--- config.mk ---
export PLATFORM = sky130hd
export DESIGN_NAME = regfile_exec_seq
export DESIGN_NICKNAME = d
export VERILOG_FILES = /design/src/rtl/regfile_exec_seq.sv
export SDC_FILE = /design/constraint.sdc
export NUM_CORES = 1
export LEC_CHECK = 0
export CAP_MARGIN = 20
export CORE_MARGIN = 4
export CORE_UTILIZATION = 58
export DETAILED_ROUTE_END_ITERATION = 7
export DONT_BUFFER_PORTS = 1
export GPL_ROUTABILITY_DRIVEN = 0
export PLACE_DENSITY = 0.7
export SYNTH_ARGS = -nofsm -noshare
export SYNTH_HDL_FRONTEND = slang
export SYNTH_SLANG_ARGS = --single-unit
--- constraint.sdc ---
create_clock -name clk -period 2.9 [get_ports clk]
set_clock_uncertainty 0.05 [all_clocks]
set_input_delay 0.435 -clock clk [delete_from_list [all_inputs] [get_ports clk]]
set_output_delay 0.435 -clock clk [all_outputs]
set_load 0.05 [all_outputs]
--- src/rtl/regfile_exec_seq.sv ---
// Command sequencer for the 15x8 register file: accepts ADD/SUB/MAC/MOVE,
// issues a synchronous read, computes the result and writes it back.
module regfile_exec_seq #(
  parameter int M = 4,
  parameter int N = 15,
  parameter int W = 8
) (
  input  logic         clk,
  input  logic         rst_n,
  input  logic         cmd_valid,
  output logic         cmd_ready,
  input  logic [1:0]   cmd_op,
  input  logic [M-1:0] cmd_dst,
  input  logic [M-1:0] cmd_src1,
  input  logic [M-1:0] cmd_src2,
  input  logic [M-1:0] cmd_src3,
  output logic         rf_read_en,
  output logic [M-1:0] rf_read_reg1,
  output logic [M-1:0] rf_read_reg2,
  output logic [M-1:0] rf_read_reg3,
  input  logic [W-1:0] rf_read_data1,
  input  logic [W-1:0] rf_read_data2,
  input  logic [W-1:0] rf_read_data3,
  output logic         rf_write_en,
  output logic [M-1:0] rf_write_reg,
  output logic [W-1:0] rf_write_data,
  output logic         res_valid,
  output logic [W-1:0] res_data,
  output logic         cmd_err
);

  typedef enum logic [1:0] {IDLE, ISSUE, CAPTURE, WRITE} state_t;

  localparam logic [1:0] OP_ADD  = 2'b00;
  localparam logic [1:0] OP_SUB  = 2'b01;
  localparam logic [1:0] OP_MAC  = 2'b10;
  // One extra bit so the limit stays representable even when N == 2**M.
  localparam logic [M:0] LP_NLIM = (M+1)'(N);

  state_t       r_state;
  state_t       w_next;
  logic [1:0]   r_op;
  logic [M-1:0] r_dst;
  logic         w_accept;
  logic         w_bad;
  logic [W-1:0] w_result;

  assign cmd_ready = (r_state == IDLE) && rst_n;
  assign w_accept  = cmd_valid && cmd_ready;
  assign w_bad     = ({1'b0, cmd_dst}  >= LP_NLIM) || ({1'b0, cmd_src1} >= LP_NLIM) ||
                     ({1'b0, cmd_src2} >= LP_NLIM) || ({1'b0, cmd_src3} >= LP_NLIM);

  always_ff @(posedge clk or negedge rst_n) begin
    if (!rst_n) r_state <= IDLE;
    else        r_state <= w_next;
  end

  always_comb begin
    w_next = r_state;
    case (r_state)
      IDLE:    if (w_accept && !w_bad) w_next = ISSUE;
      ISSUE:   w_next = CAPTURE;
      CAPTURE: w_next = WRITE;
      WRITE:   w_next = IDLE;
      default: w_next = IDLE;
    endcase
  end

  // The low W bits of the full product depend only on the low W bits, so W-bit math suffices.
  always_comb begin
    w_result = rf_read_data1;
    case (r_op)
      OP_ADD:  w_result = rf_read_data1 + rf_read_data2;
      OP_SUB:  w_result = rf_read_data1 - rf_read_data2;
      OP_MAC:  w_result = rf_read_data1 * rf_read_data2 + rf_read_data3;
      default: w_result = rf_read_data1;
    endcase
  end

  always_ff @(posedge clk or negedge rst_n) begin
    if (!rst_n) begin
      rf_read_en    <= 1'b0;
      rf_read_reg1  <= '0;
      rf_read_reg2  <= '0;
      rf_read_reg3  <= '0;
      rf_write_en   <= 1'b0;
      rf_write_reg  <= '0;
      rf_write_data <= '0;
      res_valid     <= 1'b0;
      res_data      <= '0;
      cmd_err       <= 1'b0;
      r_op          <= '0;
      r_dst         <= '0;
    end else begin
      rf_read_en  <= 1'b0;
      rf_write_en <= 1'b0;
      res_valid   <= 1'b0;
      cmd_err     <= 1'b0;
      if (w_accept) begin
        if (w_bad) begin
          cmd_err <= 1'b1;
        end else begin
          rf_read_en   <= 1'b1;
          rf_read_reg1 <= cmd_src1;
          rf_read_reg2 <= cmd_src2;
          rf_read_reg3 <= cmd_src3;
          r_op         <= cmd_op;
          r_dst        <= cmd_dst;
        end
      end
      // Read data is valid during CAPTURE; register the result straight into the write port.
      if (r_state == CAPTURE) begin
        rf_write_en   <= 1'b1;
        rf_write_reg  <= r_dst;
        rf_write_data <= w_result;
        res_valid     <= 1'b1;
        res_data      <= w_result;
      end
    end
  end

endmodule
==> results of run 1 <==
[cell usage after synthesis (all sizes together), types with 2 or more instances]
library cell  number
nor2b              5
nand4              5
dfrtp             35
mux2              26
a21o               2
xnor2             24
inv               44
fa                19
xor2               5
mux2i              7
nor3               6
a31oi              2
o21ai             11
clkbuf             2
o21a               3
nand2             35
a21oi             11
buf               19
nor2              15
ha                29
nand2b             2
and2               8
[worst max-delay path, stage by stage]
cell and delay, ns:
inv_8 0.01, fa_1 0.53, inv_2 0.04, fa_1 0.45, ha_1 0.30, inv_2 0.04, fa_1 0.49, inv_2 0.05
fa_2 0.33, a21o_1 0.17, a21oi_2 0.16, xnor2_2 0.13, xnor2_1 0.08, o211ai_1 0.18, a31oi_1 0.10
[metrics by stage]
stage,setup slack [ns],std cells
2_1_floorplan,-0.779,320
3_3_place_gp,-0.850,379
3_5_place_dp,-0.887,379
4_1_cts,-0.541,389
5_1_grt,-0.695,389
6_report,-0.543,389
[metal layers]
| layer | up-vias | part of all wire [%] | track usage, % |
|---|---|---|---|
| li1 | 1018 | - | - |
| met1 | 1011 | 46 | 27.3 |
| met2 | 60 | 46 | 32.2 |
| met3 | 5 | 7.5 | 5.65 |
| met4 | 0 | 0.47 | 3.21 |
| met5 | - | 0 | 0 |
[cells by family after synthesis]
| group | after synthesis |
|---|---|
| compound gates | 33 |
| xor+xnor | 29 |
| flops | 35 |
| buf+inv | 65 |
| fa+ha+maj | 48 |
| mux | 33 |
| simple gates | 77 |
[timing repair]
| action | 4_1_cts | 5_1_grt |
|---|---|---|
| hold endpoints to repair | 35 | 0 |
| pin swaps | 10 | 2 |
| gates resized for setup | 13 | 5 |
| buffers inserted | 1 | 0 |
| setup endpoints to repair | 4 | 4 |
| hold buffers | 2 | 0 |
[report_power, final]
part / switching [mW] / internal, mW
clock network: 0.160 / 0.186
registers: 1.01 / 0.709
logic: 0.785 / 0.826
[layout make-up]
cell class	count	area share, %
clock inverter	1	0.148
clock buffer	6	2.44
timing repair buffer	13	3.33
inverter	44	5.18
sequential	35	25.9
tap	70	2.59
multi-input combinational	220	60.4
[worst max path at each step]
stage / slack (ns) / startpoint / endpoint
after global placement: -0.85 / rf_read_data3[3] / res_data[7]$_DFFE_PN0P_
after global routing: -0.70 / rf_read_data3[4] / res_data[7]$_DFFE_PN0P_
final: -0.54 / rf_read_data3[4] / res_data[7]$_DFFE_PN0P_
after CTS: -0.54 / rf_read_data3[4] / res_data[7]$_DFFE_PN0P_
after detailed placement: -0.89 / rf_read_data3[4] / res_data[6]$_DFFE_PN0P_
after floorplan: -0.78 / rf_read_data2[0] / res_data[7]$_DFFE_PN0P_
==> impl_metrics.env, run 1 <==
export IMPL_postLayoutSetupSlackWorst_ns=-0.543
export IMPL_first_global_vias=2144
export IMPL_synth_adder_area_share_pct=23.8
export IMPL_cts_reportedPaths_clkPinSlew_ns=0.06
export IMPL_initial_util_pct=60.3
export IMPL_ys_ff_latch=35
export IMPL_setup_violations_final=4
export IMPL_multi_input_comb_area_mm2=0.00204
export IMPL_drt_drc_violations_left=0
export IMPL_hold_ws_ns=0.243
export IMPL_buffer_ports_inserted=0
export IMPL_largest_register="res_data"
export IMPL_drv_max_cap_violation_count=0
export IMPL_detail_route_antenna_nets=0
export IMPL_commonest_non_fill_non_tap_cells_in_the_layout="inv_1, dfrtp_1, nand2_1, ha_1, mux2_2"
export IMPL_drv_slew=0
export IMPL_critical_path_required_ns=2.97
export IMPL_hold_viol=0
export IMPL_place_detailed_hpwl_mm=4.81
export IMPL_cts_buffers=5
export IMPL_floorplan_die_area_mm2=0.00661
export IMPL_hp_class="input port to flip-flop"
export IMPL_cts_root_to_sink_buffers=2
export IMPL_firstDrtPassIters=4
export IMPL_synth_largest_type_area_fraction_pct=28.1
export IMPL_synth_flop_cell="dfrtp_1"
export IMPL_worst_setup_path_start_kind="input port"
export IMPL_worst_hold_path_endpoint="r_op[1]$_DFFE_PN0P_"
export IMPL_p_leak_nw=1.59
export IMPL_reg2reg_depth=10
export IMPL_postSynthAreaPerCell_um2=9.74
export IMPL_timing_critical_path_to_type="flip-flop"
export IMPL_detailedRoute_firstIterationViolations=72
export IMPL_pin_count=82
export IMPL_async_sr_flop_fraction_pct=100
export IMPL_cts_tree="built"
export IMPL_clk_insertion_delay_late_ns=0.28
export IMPL_layout_min_cycle_time_ns=3.44
export IMPL_row_count=26
export IMPL_routed_wire_length_per_instance_um=16.0
export IMPL_fill_cells=426
export IMPL_synth_area_mux_share_pct=11.6
export IMPL_synth_top_area_cell="dfrtp_1"
export IMPL_number_of_antenna_violations_at_the_first_check_in_global_routing=0
export IMPL_yosys_warn_count=0
export IMPL_number_of_nets_in_the_synthesized_netlist=413
export IMPL_violated_checks="setup timing"
export IMPL_stdcell_area_mm2=0.00338
export IMPL_worst_ep_arrival_time_ns=3.51
export IMPL_post_route_cells_drive_above_1_share_pct=24.8
export IMPL_synthesis_instances=320
export IMPL_post_synth_and_or_nand_nor_area_fraction_pct=11.8
export IMPL_r2r_start="r_op[0]$_DFFE_PN0P_"
export IMPL_r2r_end="res_data[6]$_DFFE_PN0P_"
export IMPL_yosysUniqueCellTypes=36
export IMPL_grt_overflow=0
export IMPL_sum_neg_setup_slack_ns=-1.54
export IMPL_worst_path_max_fanout=2
export IMPL_routed_via_density=5.38
export IMPL_area_occupied_by_registers_um2=876
export IMPL_final_net_count=412
export IMPL_clock_fmax_mhz=290
export IMPL_critical_path_class="input port to flip-flop"
export IMPL_clock_sink_count=35
export IMPL_die_height_um=81.3
export IMPL_rsz0062_at_grt="true"
export IMPL_core_area_mm2=0.00517
export IMPL_rrSetupSlack_ns=0.29
export IMPL_synth_compound_area_share_pct=6.18
export IMPL_final_util_pct=65.3
export IMPL_run_status="finished, violations left"
export IMPL_p_total_mw=3.68
export IMPL_number_of_flip_flops_under_the_largest_register_name=8
export IMPL_mappedNetlistArea_mm2=0.00312
export IMPL_holdPathStages=1
export IMPL_netlist_top_cells_area="dfrtp_1, fa_1, ha_1, mux2_2, xnor2_1"
export IMPL_dominant_combinational_cell_family_by_area_after_synthesis="adder cells"
export IMPL_largest_net_degree_at_the_start_of_global_routing=36
export IMPL_worst_slew_pin_transition_ns=0.934
export IMPL_cts_htree_levels=2
export IMPL_post_synth_edffs=0
export IMPL_seq_area_frac_synth_pct=28.1
export IMPL_postRouteWirelength_mm=6.23
export IMPL_fin_crit_sh_pct=119
export IMPL_globalRouteTotalUtil_pct=20.0
export IMPL_maxSlewHeadroom_pct=37.7
export IMPL_yosys_area_share_xor_xnor_pct=8.63
export IMPL_wire_length_of_the_first_global_routing_pass_mm=10.1
export IMPL_dpl_cell_area_mm2=0.00320
export IMPL_power_per_cell_area_mw_per_mm2=1090
export IMPL_worst_hold_startpoint="cmd_op[1]"
export IMPL_flow_area_growth_from_synthesis_pct=8.39
export IMPL_antenna_diode_count=0
export IMPL_buffer_cell_driving_the_clock_tree_root="clkbuf_8"
export IMPL_largest_voltage_drop_on_the_vdd_net_v=0.000754
export IMPL_dr_total_vias=2094
export IMPL_floorplan_die_width_um=81.3
Note: power is estimated with default switching activity, not from simulation.
==> run 2: changes to the inputs <==
--- a/config.mk
+++ b/config.mk
@@ -7,11 +7,11 @@
 export LEC_CHECK = 0
 export CAP_MARGIN = 20
 export CORE_MARGIN = 4
-export CORE_UTILIZATION = 58
+export CORE_UTILIZATION = 40
 export DETAILED_ROUTE_END_ITERATION = 7
 export DONT_BUFFER_PORTS = 1
 export GPL_ROUTABILITY_DRIVEN = 0
-export PLACE_DENSITY = 0.7
+export PLACE_DENSITY = 0.5
 export SYNTH_ARGS = -nofsm -noshare
 export SYNTH_HDL_FRONTEND = slang
 export SYNTH_SLANG_ARGS = --single-unit
==> constraint.sdc (replaced) <==
create_clock -name clk -period 3.7 [get_ports clk]
set_clock_uncertainty 0.05 [all_clocks]
set_input_delay 1.11 -clock clk [delete_from_list [all_inputs] [get_ports clk]]
set_output_delay 1.11 -clock clk [all_outputs]
set_load 0.05 [all_outputs]
==> impl_metrics.env, run 2 (synthesis results as in run 1) <==
export IMPL_globalRouteTotalUtil_pct=16.1
export IMPL_pin_count=82
export IMPL_worstPathBufferInverterCount=4
export IMPL_clock_sink_count=35
export IMPL_worst_setup_path_start_kind="input port"
export IMPL_dr_total_vias=2109
export IMPL_path_delay_family="adder cells"
export IMPL_preCtsSetupSlack_ns=-0.752
export IMPL_post_route_cells_drive_above_1_share_pct=24.8
export IMPL_reg2reg_depth=11
export IMPL_initial_util_pct=42.1
export IMPL_core_area_mm2=0.00741
export IMPL_largest_register="res_data"
export IMPL_firstDrtPassIters=4
export IMPL_setup_violations_final=4
export IMPL_first_global_vias=2324
export IMPL_drv_max_cap_violation_count=0
export IMPL_number_of_stages_on_the_worst_setup_path=15
export IMPL_buffer_cell_driving_the_clock_tree_root="clkbuf_8"
export IMPL_cts_root_to_sink_buffers=2
export IMPL_place_detailed_instances=406
export IMPL_cts_buffers=5
export IMPL_routed_via_density=5.05
export IMPL_cts_tree="built"
export IMPL_place_detailed_hpwl_mm=5.38
export IMPL_drv_slew=0
export IMPL_row_count=31
export IMPL_rsz0062_at_grt="true"
export IMPL_critical_path_required_ns=3.78
export IMPL_drt_drc_violations_left=0
export IMPL_hold_viol=0
export IMPL_wire_length_of_the_first_global_routing_pass_mm=11.4
export IMPL_fin_crit_sh_pct=111
export IMPL_timing_critical_path_to_type="flip-flop"
export IMPL_cts_htree_levels=2
export IMPL_crit_top_cell="fa_1"
export IMPL_worst_path_max_fanout=2
export IMPL_routed_wire_length_per_instance_um=16.2
export IMPL_violated_checks="setup timing"
export IMPL_p_leak_nw=1.59
export IMPL_critical_path_class="input port to flip-flop"
export IMPL_worst_hold_startpoint="r_dst[1]$_DFFE_PN0P_"
export IMPL_grt_overflow=0
export IMPL_worst_slew_pin_transition_ns=0.946
export IMPL_maxSlewHeadroom_pct=36.9
export IMPL_number_of_antenna_violations_at_the_first_check_in_global_routing=1
export IMPL_final_instance_count_excl_fill=418
export IMPL_detailedRoute_firstIterationViolations=74
export IMPL_r2r_end="res_data[6]$_DFFE_PN0P_"
export IMPL_floorplan_die_area_mm2=0.00927
export IMPL_post_cts_hold_buffer_count=0
export IMPL_final_net_count=410
export IMPL_clk_insertion_delay_late_ns=0.28
export IMPL_cts_reportedPaths_clkPinSlew_ns=0.07
export IMPL_power_per_cell_area_mw_per_mm2=868
export IMPL_buffer_ports_inserted=0
export IMPL_rrSetupSlack_ns=0.70
export IMPL_postRouteWirelength_mm=6.78
export IMPL_worst_ep_arrival_time_ns=4.17
export IMPL_holdPathStages=1
export IMPL_largest_voltage_drop_on_the_vdd_net_v=0.000523
export IMPL_largest_net_degree_at_the_start_of_global_routing=37
export IMPL_sum_neg_setup_slack_ns=-1.26
export IMPL_run_status="finished, violations left"
export IMPL_layout_min_cycle_time_ns=4.09
export IMPL_timing_critical_path_cells="inv_8 > fa_1 > inv_2 > fa_1 > ha_1 > inv_1 > fa_1 > inv_2 > fa_2 > a21o_1 > a21oi_2 > xnor2_1 > xnor2_1 > o211ai_1 > a31oi_1"
export IMPL_critical_path_slowest_cell="fa_1"
export IMPL_cpPeakStageDelay_ns=0.53
export IMPL_hp_class="flip-flop to flip-flop"
export IMPL_final_util_pct=46.8
export IMPL_r2r_start="r_op[0]$_DFFE_PN0P_"
export IMPL_detail_route_antenna_nets=0
export IMPL_commonest_non_fill_non_tap_cells_in_the_layout="inv_1, dfrtp_1, nand2_1"
export IMPL_die_height_um=96.3
export IMPL_final_common_cell="inv_1"
export IMPL_flow_area_growth_from_synthesis_pct=11.3
export IMPL_clock_fmax_mhz=244
export IMPL_postLayoutSetupSlackWorst_ns=-0.393
export IMPL_floorplan_die_width_um=96.3
export IMPL_worst_hold_path_endpoint="r_dst[1]$_DFFE_PN0P_"
export IMPL_number_of_flip_flops_under_the_largest_register_name=8
run 2: cell count changes in the layout (fill, tap and decap cells not counted), moves of 2 or more:
cell,before,now
ha_1,26,23
inv_2,7,5
inv_1,35,38
buf_6,0,2
xnor2_2,4,2
ha_4,3,5
buf_4,11,8
run 2: worst max-delay path by stage:
| stage | from | end | slack, ns |
|---|---|---|---|
| floorplan | rf_read_data2[0] | res_data[7]$_DFFE_PN0P_ | -0.65 |
| detailed placement | rf_read_data3[3] | res_data[7]$_DFFE_PN0P_ | -0.75 |
| finish | rf_read_data3[4] | res_data[7]$_DFFE_PN0P_ | -0.39 |
| global placement | rf_read_data3[3] | res_data[7]$_DFFE_PN0P_ | -0.74 |
| CTS | rf_read_data3[4] | res_data[7]$_DFFE_PN0P_ | -0.40 |
| global route | rf_read_data3[6] | res_data[7]$_DFFE_PN0P_ | -0.51 |
run 2: power by group:
group / switching, mW / total (mW) / internal, mW
clock: 0.130 / 0.348 / 0.218
sequential: 0.801 / 1.36 / 0.556
combinational: 0.626 / 1.31 / 0.683
run 2: stage by stage:
| stage | total power, mW | hold WS, ns | instance area [um2] |
|---|---|---|---|
| after floorplan | 2.42 | 0.402 | 3210 |
| after global placement | 2.57 | 0.420 | 3230 |
| after detailed placement | 2.60 | 0.423 | 3230 |
| after CTS | 3.03 | 0.439 | 3450 |
| after global routing | 3.27 | 0.443 | 3470 |
| final | 3.01 | 0.437 | 3470 |
run 2: final cells by class:
cell class              count  area, um2
fillers                   744       3940
multi-input cells         220       2070
flip-flops and latches     35        876
inverters                  44        173
well taps                  99        124
repair buffers             11        103
clock buffers               6       82.6
clock inverters             2       35.0
diodes                      1       2.50
run 2: what timing repair did:
| action | in CTS | in global routing |
|---|---|---|
| pin swaps | 15 | 10 |
| buffers inserted | 3 | 1 |
| gates resized for setup | 15 | 5 |
| setup endpoints to repair | 4 | 4 |
run 2: layer usage:
metal  global-route usage, %  up-vias  part of all wire [%]
met1                    21.9     1035                    46
met2                    25.2       53                    47
met5                       0        -                     0
li1                        -     1017                     -
met3                    5.08        4                   6.9
met4                    3.39        0                  0.52
